**src/rtl/s298_resp_misr_pkg.sv**
```systemverilog
// Shared constants and types for the s298 response MISR.
// Optional compare feature is enabled by defining S298_RESP_MISR_CMP_EN.
package s298_resp_pkg;

  localparam int RESP_W = 6;
  localparam int SIG_W  = 16;

  // x^16 + x^5 + x^4 + x^3 + 1, Galois taps
  localparam logic [SIG_W-1:0] POLY_DEF = 16'h0039;

  typedef enum logic [1:0] {
    ST_IDLE = 2'd0,
    ST_RUN  = 2'd1,
    ST_DONE = 2'd2
  } state_e;

endpackage

```
**src/rtl/s298_resp_misr_misr16.sv**
```systemverilog
// Combinational next-signature for a 16-bit Galois MISR.
// Bit 15 is used as feedback and then shifted out; the sample is XORed
// into the low bits.
module misr16
  import s298_resp_pkg::*;
(
  input  logic [SIG_W-1:0]  sig_i,
  input  logic [RESP_W-1:0] resp_i,
  input  logic [SIG_W-1:0]  poly_i,
  output logic [SIG_W-1:0]  sig_o
);

  logic [SIG_W-1:0] fb;

  // Feedback taps apply only when the outgoing MSB is set
  always_comb begin
    fb    = sig_i[SIG_W-1] ? poly_i : '0;
    sig_o = {sig_i[SIG_W-2:0], 1'b0} ^ fb ^ {{(SIG_W-RESP_W){1'b0}}, resp_i};
  end

endmodule

```
**src/rtl/s298_resp_misr.sv**
```systemverilog
// s298 response compactor: folds qualified 6-bit samples into a 16-bit
// MISR signature, counts samples, and signals completion with START/DONE.
// Define S298_RESP_MISR_CMP_EN to add the GOLDEN parameter and PASS output.
//
// Handshake: START is honoured only in IDLE or DONE and moves to RUN on the
// next edge. In RUN, every cycle with VALID=1 absorbs RESP; the edge that
// absorbs sample NSAMP moves to DONE. VALID outside RUN (including the cycle
// START is accepted) is ignored. DONE is held until START or reset.
module s298_resp_misr
  import s298_resp_pkg::*;
#(
  parameter int unsigned       NSAMP = 16,
  parameter logic [SIG_W-1:0]  SEED  = 16'h0000,
  parameter logic [SIG_W-1:0]  POLY  = POLY_DEF
`ifdef S298_RESP_MISR_CMP_EN
  , parameter logic [SIG_W-1:0] GOLDEN = 16'h0000
`endif
)
(
  input  logic              CK,
  input  logic              RN,
  input  logic              START,
  input  logic              VALID,
  input  logic [RESP_W-1:0] RESP,
  output logic              BUSY,
  output logic              DONE,
  output logic [SIG_W-1:0]  SIG,
  output logic [15:0]       CNT
`ifdef S298_RESP_MISR_CMP_EN
  , output logic            PASS
`endif
);

  localparam logic [15:0] LAST_CNT = 16'(NSAMP - 1);

  state_e           state_q, state_d;
  logic [SIG_W-1:0] sig_q, sig_d;
  logic [15:0]      cnt_q, cnt_d;
  logic             busy_q, busy_d;
  logic             done_q, done_d;
  logic [SIG_W-1:0] sig_nxt;

  misr16 u_misr (
    .sig_i  (sig_q),
    .resp_i (RESP),
    .poly_i (POLY),
    .sig_o  (sig_nxt)
  );

  // Next-state, signature and counter update
  always_comb begin
    state_d = state_q;
    sig_d   = sig_q;
    cnt_d   = cnt_q;
    unique case (state_q)
      ST_IDLE, ST_DONE: begin
        if (START) begin
          state_d = ST_RUN;
          sig_d   = SEED;
          cnt_d   = '0;
        end
      end
      ST_RUN: begin
        if (VALID) begin
          sig_d = sig_nxt;
          cnt_d = cnt_q + 16'd1;
          if (cnt_q == LAST_CNT) state_d = ST_DONE;
        end
      end
      default: state_d = ST_IDLE;
    endcase
    busy_d = (state_d == ST_RUN);
    done_d = (state_d == ST_DONE);
  end

  // State, signature, counter and flag registers
  always_ff @(posedge CK) begin
    if (!RN) begin
      state_q <= ST_IDLE;
      sig_q   <= SEED;
      cnt_q   <= '0;
      busy_q  <= 1'b0;
      done_q  <= 1'b0;
    end else begin
      state_q <= state_d;
      sig_q   <= sig_d;
      cnt_q   <= cnt_d;
      busy_q  <= busy_d;
      done_q  <= done_d;
    end
  end

`ifdef S298_RESP_MISR_CMP_EN
  logic pass_q;

  // Verdict captured on the edge entering DONE, cleared on each START
  always_ff @(posedge CK) begin
    if (!RN) begin
      pass_q <= 1'b0;
    end else if (state_q == ST_RUN && state_d == ST_DONE) begin
      pass_q <= (sig_d == GOLDEN);
    end else if (state_q != ST_RUN && START) begin
      pass_q <= 1'b0;
    end
  end

  assign PASS = pass_q;
`endif

  assign BUSY = busy_q;
  assign DONE = done_q;
  assign SIG  = sig_q;
  assign CNT  = cnt_q;

endmodule

```
**config.mk**
```make
export PLATFORM = sky130hd
export DESIGN_NAME = s298_resp_misr
export DESIGN_NICKNAME = d
export VERILOG_FILES = /design/src/rtl/s298_resp_misr_pkg.sv /design/src/rtl/s298_resp_misr_misr16.sv /design/src/rtl/s298_resp_misr.sv
export SDC_FILE = /design/constraint.sdc
export NUM_CORES = 1
export LEC_CHECK = 0
export ABC_AREA = 1
export BUFFER_PORTS_ARGS = -buffer_cell sky130_fd_sc_hd__buf_2
export CAP_MARGIN = 10
export CORE_ASPECT_RATIO = 1.4
export CORE_UTILIZATION = 50
export CTS_CLUSTER_DIAMETER = 200
export DETAILED_ROUTE_END_ITERATION = 8
export GPL_TIMING_DRIVEN = 0
export PLACE_DENSITY = 0.85
export SLEW_MARGIN = 20
export SYNTH_ARGS = -nofsm -noshare
export SYNTH_HDL_FRONTEND = slang
export SYNTH_SLANG_ARGS = --single-unit
```
**constraint.sdc**
```tcl
create_clock -name CK -period 3.22 [get_ports CK]
set_input_delay 0.483 -clock CK [delete_from_list [all_inputs] [get_ports CK]]
set_output_delay 0.483 -clock CK [all_outputs]
set_load 0.01 [all_outputs]
```
==> results of run 1 <==
## metal layers
| metal | part of all wire [%] | vias up |
|---|---|---|
| met3 | 4.8 | 10 |
| met2 | 52 | 52 |
| met5 | 0 | - |
| met4 | 2.9 | 0 |
| met1 | 40 | 788 |
| li1 | - | 869 |
## cell usage after synthesis, drive strengths merged
cell type / number / share of area [%]
nand4: 1 / 0.36
o211a: 1 / 0.58
a21oi: 33 / 9.6
a31oi: 1 / 0.36
o21ai: 12 / 3.5
nand3b: 2 / 0.87
nor2: 33 / 9.1
nand3: 23 / 7.0
nand2: 53 / 13
inv: 21 / 4.7
nor3: 4 / 1.2
nor3b: 1 / 0.44
clkbuf: 1 / 0.22
buf: 6 / 2.8
xnor2: 3 / 1.5
dfxtp: 36 / 42
o21bai: 1 / 0.44
or2: 3 / 1.1
ha: 1 / 0.73
## state kept, by name (all words and copies together) (netlist names)
name     flops
state_q      2
DONE         1
BUSY         1
SIG         16
CNT         16
## power by group
part | internal [mW] | switching, mW
Sequential | 0.454 | 0.00732
Clock | 0.190 | 0.161
Combinational | 0.0344 | 0.0587
## cell families after synthesis
group                      count (synthesis)  synth area share [%]
xor gates and xnor gates                   3                  1.53
and+or+nand+nor                          120                  33.5
buffers and inverters                     28                  7.73
DFF                                       36                  42.0
adders and majority gates                  1                 0.729
AOI/OAI and AO/OA                         48                  14.5
## area by class of cell
type | instances | area, µm² | area share [%]
multi-input cells | 172 | 863 | 41.6
flip-flops and latches | 36 | 721 | 34.7
repair buffers | 43 | 215 | 10.4
clock buffers | 7 | 96.3 | 4.64
inverters | 21 | 81.3 | 3.92
plain buffers | 7 | 51.3 | 2.47
well taps | 39 | 48.8 | 2.35
## worst register-to-register path, cell delays in order, from the launching register on
cell	delay [ns]
sky130_fd_sc_hd__dfxtp_1	0.40
sky130_fd_sc_hd__ha_1	0.19
sky130_fd_sc_hd__nand2_1	0.07
sky130_fd_sc_hd__inv_1	0.14
sky130_fd_sc_hd__nand2_1	0.07
sky130_fd_sc_hd__nor2_1	0.16
sky130_fd_sc_hd__nand2_1	0.08
sky130_fd_sc_hd__nand2_1	0.10
sky130_fd_sc_hd__a21oi_1	0.07
## worst max path at each step
stage / end / cells after the start / start
3_5_place_dp: CNT[15] / 8 / VALID
3_3_place_gp: CNT[15] / 8 / VALID
5_1_grt: DONE / 7 / CNT[0]
2_1_floorplan: state_q[0] / 8 / CNT[0]
6_report: CNT[3] / 1 / CNT[3]
4_1_cts: CNT[12] / 1 / CNT[12]
==> summary.md, run 1 <==
| Metric | Value |
|---|---|
| Number of standard cells after synthesis | `236` |
| Area of the mapped netlist | `0.00172 mm²` |
| Detailed placement HPWL | `2990 µm` |
| Most common cell after layout, fill and taps aside | `sky130_fd_sc_hd__nand2_1` |
| Wire length of the first global-routing pass | `6970 µm` |
| Critical register-to-register path endpoint | `state_q[0]` |
| Clock tree from TritonCTS | `done` |
| Type of the most critical hold path | `in2reg` |
| Largest voltage drop on the vdd net | `0.468 mV` |
| Hold Crit Endpoint | `SIG[2]` |
| Clock insertion delay at the later pin of the skew report | `0.30 ns` |
| Fill cells | `298` |
| Boundary pin count | `44` |
| Max H-tree Level | `2` |
| Count of instances resized after the clock tree is built | `0` |
| Area growth syn-to-layout | `21.0%` |
| Total CTS buffers | `5` |
| Maximum clock frequency | `0.715 GHz` |
| Commonest cells after routing, fill and taps aside | `sky130_fd_sc_hd__nand2_1, sky130_fd_sc_hd__buf_2, sky130_fd_sc_hd__dfxtp_1` |
| Hold Path Depth | `3` |
| Floorplan Core Area | `0.00318 mm²` |
| Cell total after placement | `318` |
| Number of nets produced by synthesis | `247` |
| Synthesized flop and latch total | `36` |
| Drt wl/cell | `12.5 µm` |
| Number of rows created at floorplan | `24` |
| Pwr/cell area | `436 mW/mm²` |
| Flop2flop setup slack | `1.83 ns` |
| Final setup fails | `0` |
| Synth Warn # | `0` |
| Leakage power | `0.916 nW` |
| Setup repair after global routing missed its margin | `no` |
| Buffer and inverter count on the worst path | `1` |
| Met3 capacity usage during global routing | `7.01%` |
| Required time reported for the critical path endpoint | `2.74 ns` |
| Post-CTS setup repair buffer count | `0` |
| Per-instance average area after synthesis | `7.27 µm²` |
| Clock-pin slew on the worst setup and hold paths | `0.07 ns` |
| Count of final max-slew check failures | `0` |
| Post-layout util | `65.3%` |
| Root Buffer Master | `sky130_fd_sc_hd__clkbuf_8` |
| Slew margin rel. | `70.0%` |
| Number of buffer cells added on primary ports | `43` |
| Arrival @ worst endpoint | `0.92 ns` |
| Detailed-route vias per instance | `5.29` |
| Worst hold margin | `0.471 ns` |
| Worst-case clock buffer depth | `2` |
| Detailed-router iteration count before antenna repair | `4` |
| Run status | `finished clean` |
| Final cell count without fillers | `325` |
| Slew @ Worst Pin | `0.449 ns` |
| Antenna cells | `0` |
| Setup slack at placement | `1.80 ns` |
| Hold-fix buffers, CTS | `0` |
| Kind of start point of the critical path | `register` |
| Clock sinks | `36` |
| Antenna Violating Nets Remaining | `0` |
| Initial Util | `53.9%` |
| Total vias in the final route | `1719` |
| Overall die area | `0.00367 mm²` |
| Final clock skew | `0.00604 ns` |
| Met2 Usage GRT | `44.2%` |
| Max-cap check violation count | `0` |
| Number of DRC markers after the initial detailed-route iteration | `48` |
| Fin worst setup slack | `1.82 ns` |
| Synth unique cells | `29` |
| Placed instance area | `0.00198 mm²` |
| Pin count of the biggest net entering global routing | `11` |
| Start of the worst register-to-register path | `CNT[0]` |
| Congestion Overflow GR | `0` |
| Max incr delay on CP | `0.44 ns` |
| Part of the Yosys area used for sequential elements | `42.0%` |
| Die H | `71.3 µm` |
| DRC Markers | `0` |
| Sum of internal, switching and leakage power | `0.906 mW` |
| Highest-delay cell along the critical path | `sky130_fd_sc_hd__dfxtp_1` |
| Gate family responsible for the most delay along the worst path | `flip-flops` |
| Kind of end point of the critical path | `output port` |
| Met1 track demand over resource | `26.8%` |
| Proportion of layout cells with a drive suffix above 1 | `28.3%` |
| Number of global-route vias before repair | `1631` |
| Max FO, Critical Path | `6` |
| Gpl congestion | `0.893` |
| Aggregate routed wire length | `4070 µm` |
| Setup CP Type | `reg2out` |
| Fin crit period | `1.40 ns` |
| Final Instance Area | `0.00208 mm²` |
| Setup TNS | `0 ns` |
| Net count of the finished layout | `297` |
| Floorplan die width | `51.5 µm` |
| Number of endpoints with negative hold slack in the final report | `0` |
| Initial antenna violation count | `0` |
| Hold path start | `RESP[2]` |
| Worst reg2reg path depth | `8` |
| Cells along the critical path | `buf_2` |
| Part of the cycle the worst path needs | `43.4%` |
| Overall global routing resource usage | `25.2%` |
| GRT busiest layer | `met2` |
No activity file was read; power rests on OpenSTA's default activity.
==> run 2: changes to the inputs <==
==> constraint.sdc (replaced) <==
create_clock -name CK -period 1.35 [get_ports CK]
set_input_delay 0.2025 -clock CK [delete_from_list [all_inputs] [get_ports CK]]
set_output_delay 0.2025 -clock CK [all_outputs]
set_load 0.01 [all_outputs]
==> summary.md, run 2 (synthesis gave the netlist of run 1 again) <==
| Metric | Value |
|---|---|
| Antenna Violating Nets Remaining | `0` |
| Detailed-route vias per instance | `5.29` |
| Antenna cells | `0` |
| Number of rows created at floorplan | `24` |
| Overall die area | `0.00367 mm²` |
| Final cell count without fillers | `325` |
| Post-CTS setup repair buffer count | `0` |
| Post-layout util | `65.6%` |
| Boundary pin count | `44` |
| Timing startpoint of the critical path | `CNT[0]` |
| Root Buffer Master | `sky130_fd_sc_hd__clkbuf_8` |
| Count of final max-slew check failures | `0` |
| Overall global routing resource usage | `25.2%` |
| Highest-delay cell along the critical path | `sky130_fd_sc_hd__dfxtp_4` |
| Largest voltage drop on the vdd net | `1.11 mV` |
| Max-cap check violation count | `0` |
| Clock-pin slew on the worst setup and hold paths | `0.07 ns` |
| Aggregate routed wire length | `4050 µm` |
| Net count of the finished layout | `297` |
| Detailed-router iteration count before antenna repair | `4` |
| Kind of start point of the critical path | `register` |
| Setup CP Type | `reg2reg` |
| Cells along the critical path | `ha_1, nand2_1, nor2_1, nand3b_1, nor3b_1, nor2_1` |
| Congestion Overflow GR | `0` |
| Number of global-route vias before repair | `1631` |
| Number of DRC markers after the initial detailed-route iteration | `41` |
| Proportion of layout cells with a drive suffix above 1 | `30.1%` |
| Total CTS buffers | `5` |
| DRC Markers | `0` |
| Drt wl/cell | `12.5 µm` |
| Max incr delay on CP | `0.36 ns` |
| Worst-case clock buffer depth | `2` |
| Setup TNS | `0 ns` |
| Initial Util | `53.9%` |
| Area growth syn-to-layout | `21.6%` |
| Maximum clock frequency | `0.786 GHz` |
| Commonest cells after routing, fill and taps aside | `sky130_fd_sc_hd__nand2_1, sky130_fd_sc_hd__buf_2, sky130_fd_sc_hd__dfxtp_1` |
| Fin crit period | `1.27 ns` |
| Critical Path Most Common Cell | `sky130_fd_sc_hd__nor2_1` |
| Required time reported for the critical path endpoint | `1.54 ns` |
| Cell total after placement | `318` |
| Floorplan Core Area | `0.00318 mm²` |
| Setup repair after global routing missed its margin | `yes` |
| Type of the most critical hold path | `in2reg` |
| Leakage power | `0.915 nW` |
| Hold path start | `RESP[2]` |
| Detailed placement HPWL | `2990 µm` |
| Initial antenna violation count | `0` |
| Number of endpoints with negative hold slack in the final report | `0` |
| Wire length of the first global-routing pass | `6970 µm` |
| Clock tree from TritonCTS | `done` |
| Max FO, Critical Path | `5` |
| Max H-tree Level | `2` |
| Clock insertion delay at the later pin of the skew report | `0.30 ns` |
| Die H | `71.3 µm` |
| Pwr/cell area | `1040 mW/mm²` |
| Floorplan die width | `51.5 µm` |
| Fill cells | `294` |
| Arrival @ worst endpoint | `1.46 ns` |
| Pin count of the biggest net entering global routing | `11` |
| Start of the worst register-to-register path | `CNT[0]` |
| Part of the cycle the worst path needs | `94.3%` |
| Final setup fails | `0` |
| Number of buffer cells added on primary ports | `43` |
| Slew margin rel. | `70.4%` |
| Run status | `finished clean` |
| Slew @ Worst Pin | `0.443 ns` |
| Clock sinks | `36` |
| Total vias in the final route | `1718` |
| Gpl congestion | `0.893` |
| Final clock skew | `0.00626 ns` |
| Kind of end point of the critical path | `register` |
run 2: routing by layer:
metal,up-vias,wire length [µm],part of all wire [%],track usage (%)
met5,-,0,0,0
met1,790,1620,40,26.8
met2,50,2110,52,44.2
met3,10,196,4.8,7.01
met4,0,121,3.0,12.9
li1,868,-,-,-
run 2: path summary, 6_finish.rpt:
path         endpoint  cells past startpoint  slack (ns)
max           CNT[14]                      6        0.08
min            SIG[2]                      3        0.19
max reg2reg   CNT[14]                      6        0.08
min reg2reg   SIG[13]                      2        0.48
run 2: layout make-up:
cell class / count / area (µm²) / share of cell area [%]
inverters: 21 / 81.3 / 3.90
flip-flops and latches: 36 / 726 / 34.8
repair buffers: 43 / 215 / 10.3
clock buffers: 7 / 96.3 / 4.62
plain buffers: 7 / 51.3 / 2.46
well taps: 39 / 48.8 / 2.34
multi-input cells: 172 / 868 / 41.6
run 2: what timing repair did:
action | 4_1_cts | 5_1_grt
resized for setup | 1 | 5
gates cloned | 0 | 0
pin swaps | 0 | 1
setup endpoints to repair | 3 | 7
hold buffers | 0 | 0
run 2: power breakdown:
group | internal [mW] | leakage (nW) | switching [mW]
clock network | 0.454 | 0.0503 | 0.383
registers | 1.08 | 0.293 | 0.0172
logic | 0.0826 | 0.572 | 0.141
total | 1.62 | 0.915 | 0.541
run 2: stage by stage:
step	power (mW)	setup WS (ns)	hold WS [ns]	instance area [µm²]
finish	2.16	0.0774	0.191	2090
global route	2.25	-0.00654	0.215	2090
CTS	2.17	0.0147	0.193	2080
detailed placement	1.35	0.00247	0.469	1980
global placement	1.34	0.0579	0.463	1980
floorplan	1.27	0.107	0.341	1720
run 2: worst max-delay path, delay by kind of cell, from the launching register on:
family	cells	cell delay [ns]
adders and majority gates	1	0.16
and+or+nand+nor	5	0.66
DFF	1	0.36
==> run 3: changes to the inputs <==
--- a/config.mk
+++ b/config.mk
@@ -8,12 +8,12 @@
 export ABC_AREA = 1
 export BUFFER_PORTS_ARGS = -buffer_cell sky130_fd_sc_hd__buf_2
 export CAP_MARGIN = 10
-export CORE_ASPECT_RATIO = 1.4
 export CORE_UTILIZATION = 50
 export CTS_CLUSTER_DIAMETER = 200
 export DETAILED_ROUTE_END_ITERATION = 8
 export GPL_TIMING_DRIVEN = 0
 export PLACE_DENSITY = 0.85
+export SKIP_CTS_REPAIR_TIMING = 1
 export SLEW_MARGIN = 20
 export SYNTH_ARGS = -nofsm -noshare
 export SYNTH_HDL_FRONTEND = slang
==> summary.md, run 3 (synthesis gave the netlist of run 1 again) <==
| Metric | Value |
|---|---|
| Run status | `finished clean` |
| Root Buffer Master | `sky130_fd_sc_hd__clkbuf_4` |
| Clock tree from TritonCTS | `done` |
| Antenna cells | `0` |
| Cell total after placement | `323` |
| Floorplan Core Area | `0.00315 mm²` |
| Hold Path Depth | `3` |
| Final cell count without fillers | `331` |
| Worst reg2reg path depth | `6` |
| Type of the most critical hold path | `in2reg` |
| Fill cells | `304` |
| Die H | `60.6 µm` |
| Met3 capacity usage during global routing | `4.90%` |
| Initial antenna violation count | `0` |
| Clock-pin slew on the worst setup and hold paths | `0.11 ns` |
| Aggregate routed wire length | `3810 µm` |
| Wire length of the first global-routing pass | `6220 µm` |
| Detailed-router iteration count before antenna repair | `4` |
| Congestion Overflow GR | `0` |
| Number of DRC markers after the initial detailed-route iteration | `62` |
| Final clock skew | `0.00628 ns` |
| DRC Markers | `0` |
| Pwr/cell area | `937 mW/mm²` |
| Fin worst setup slack | `0.0468 ns` |
| Floorplan die width | `60.6 µm` |
| Setup CP Type | `reg2reg` |
| Worst-case clock buffer depth | `2` |
| Boundary pin count | `44` |
| Total CTS buffers | `5` |
| Clock insertion delay at the later pin of the skew report | `0.34 ns` |
| Max H-tree Level | `2` |
| Maximum clock frequency | `0.767 GHz` |
| Pin count of the biggest net entering global routing | `12` |
| Antenna Violating Nets Remaining | `0` |
| Net count of the finished layout | `297` |
| Fin crit period | `1.30 ns` |
| Kind of end point of the critical path | `register` |
| Met2 Usage GRT | `34.2%` |
| GRT busiest layer | `met2` |
| Sequential Power Share | `57.1%` |
| Number of global-route vias before repair | `1406` |
| Met1 track demand over resource | `33.1%` |
| Slew margin rel. | `69.2%` |
| Detailed-route vias per instance | `5.18` |
| Timing startpoint of the critical path | `CNT[0]` |
| Combinational power share | `11.4%` |
| Count of final max-slew check failures | `0` |
| Initial Util | `54.4%` |
| Total vias in the final route | `1713` |
| Leakage power | `0.896 nW` |
| Internal power of the cells | `1.42 mW` |
| Setup repair after global routing missed its margin | `yes` |
| Most common cell after layout, fill and taps aside | `sky130_fd_sc_hd__nand2_1` |
| Clock network fraction of design power | `31.5%` |
| Placed instance area | `0.00199 mm²` |
| NetSw | `0.507 mW` |
| Arrival @ worst endpoint | `1.55 ns` |
| Drt wl/cell | `11.5 µm` |
| Detailed placement HPWL | `2840 µm` |
| Gpl congestion | `0.843` |
| Slew @ Worst Pin | `0.462 ns` |
| Max FO, Critical Path | `5` |
| Clock sinks | `36` |
| Hold path start | `RESP[2]` |
| Number of rows created at floorplan | `20` |
| Number of buffer cells added on primary ports | `43` |
| Area growth syn-to-layout | `19.8%` |
| Final Instance Area | `0.00206 mm²` |
| Setup slack at placement | `0.0355 ns` |
| Number of endpoints with negative hold slack in the final report | `0` |
| Final setup fails | `0` |
| Start of the worst register-to-register path | `CNT[0]` |
| Required time reported for the critical path endpoint | `1.60 ns` |
| Max-cap check violation count | `0` |
| Commonest cells after routing, fill and taps aside | `sky130_fd_sc_hd__nand2_1, sky130_fd_sc_hd__buf_2, sky130_fd_sc_hd__dfxtp_1` |
| Largest voltage drop on the vdd net | `0.782 mV` |
| Proportion of layout cells with a drive suffix above 1 | `29.6%` |
| Overall global routing resource usage | `23.3%` |
| Fraction of power spent switching nets | `26.3%` |
| Kind of start point of the critical path | `register` |
| Overall die area | `0.00367 mm²` |
| Part of the cycle the worst path needs | `96.5%` |
-- run 3: area by class of cell --
class | count | area (µm²) | share of cell area (%)
well taps | 44 | 55.1 | 2.68
inverters | 21 | 81.3 | 3.95
flip-flops and latches | 36 | 723 | 35.2
multi-input cells | 172 | 868 | 42.2
repair buffers | 43 | 215 | 10.5
clock buffers | 7 | 55.1 | 2.68
clock inverters | 1 | 7.51 | 0.365
plain buffers | 7 | 51.3 | 2.49
-- run 3: power groups by stage --
stage | sequential [mW] | combinational (mW) | clock, mW
3_5_place_dp | 1.12 | 0.220 | 0
6_report | 1.10 | 0.220 | 0.606
4_1_cts | 1.10 | 0.220 | 0.622
3_3_place_gp | 1.12 | 0.215 | 0
2_1_floorplan | 1.13 | 0.139 | 0
5_1_grt | 1.10 | 0.245 | 0.686
-- run 3: stage by stage --
step	power (mW)	hold WS [ns]	utilization, %	TNS [ns]
detailed placement	1.34	0.470	63.0	0
finish	1.93	0.140	65.2	0
global route	2.03	0.149	65.2	-0.00941
floorplan	1.27	0.341	-	0
CTS	1.94	0.130	65.0	0
global placement	1.34	0.464	63.0	0
-- run 3: path summary, 6_finish.rpt --
check                 end  slack [ns]
hold reg to reg   SIG[12]        0.49
setup / recovery  CNT[14]        0.05
hold / removal     SIG[2]        0.14
setup reg to reg  CNT[14]        0.05
-- run 3: critical path, cell delays in order, from the launching register on --
cell	delay [ns]
sky130_fd_sc_hd__dfxtp_2	0.38
sky130_fd_sc_hd__ha_1	0.17
sky130_fd_sc_hd__nand2_1	0.08
sky130_fd_sc_hd__nor2_1	0.16
sky130_fd_sc_hd__nand3b_1	0.16
sky130_fd_sc_hd__nor3b_2	0.20
sky130_fd_sc_hd__nor2_1	0.06
-- run 3: per-layer routing --
metal	share of wire (%)	up-vias
met5	0	-
met2	45	50
met1	47	781
met3	6.5	5
met4	1.5	0
li1	-	877
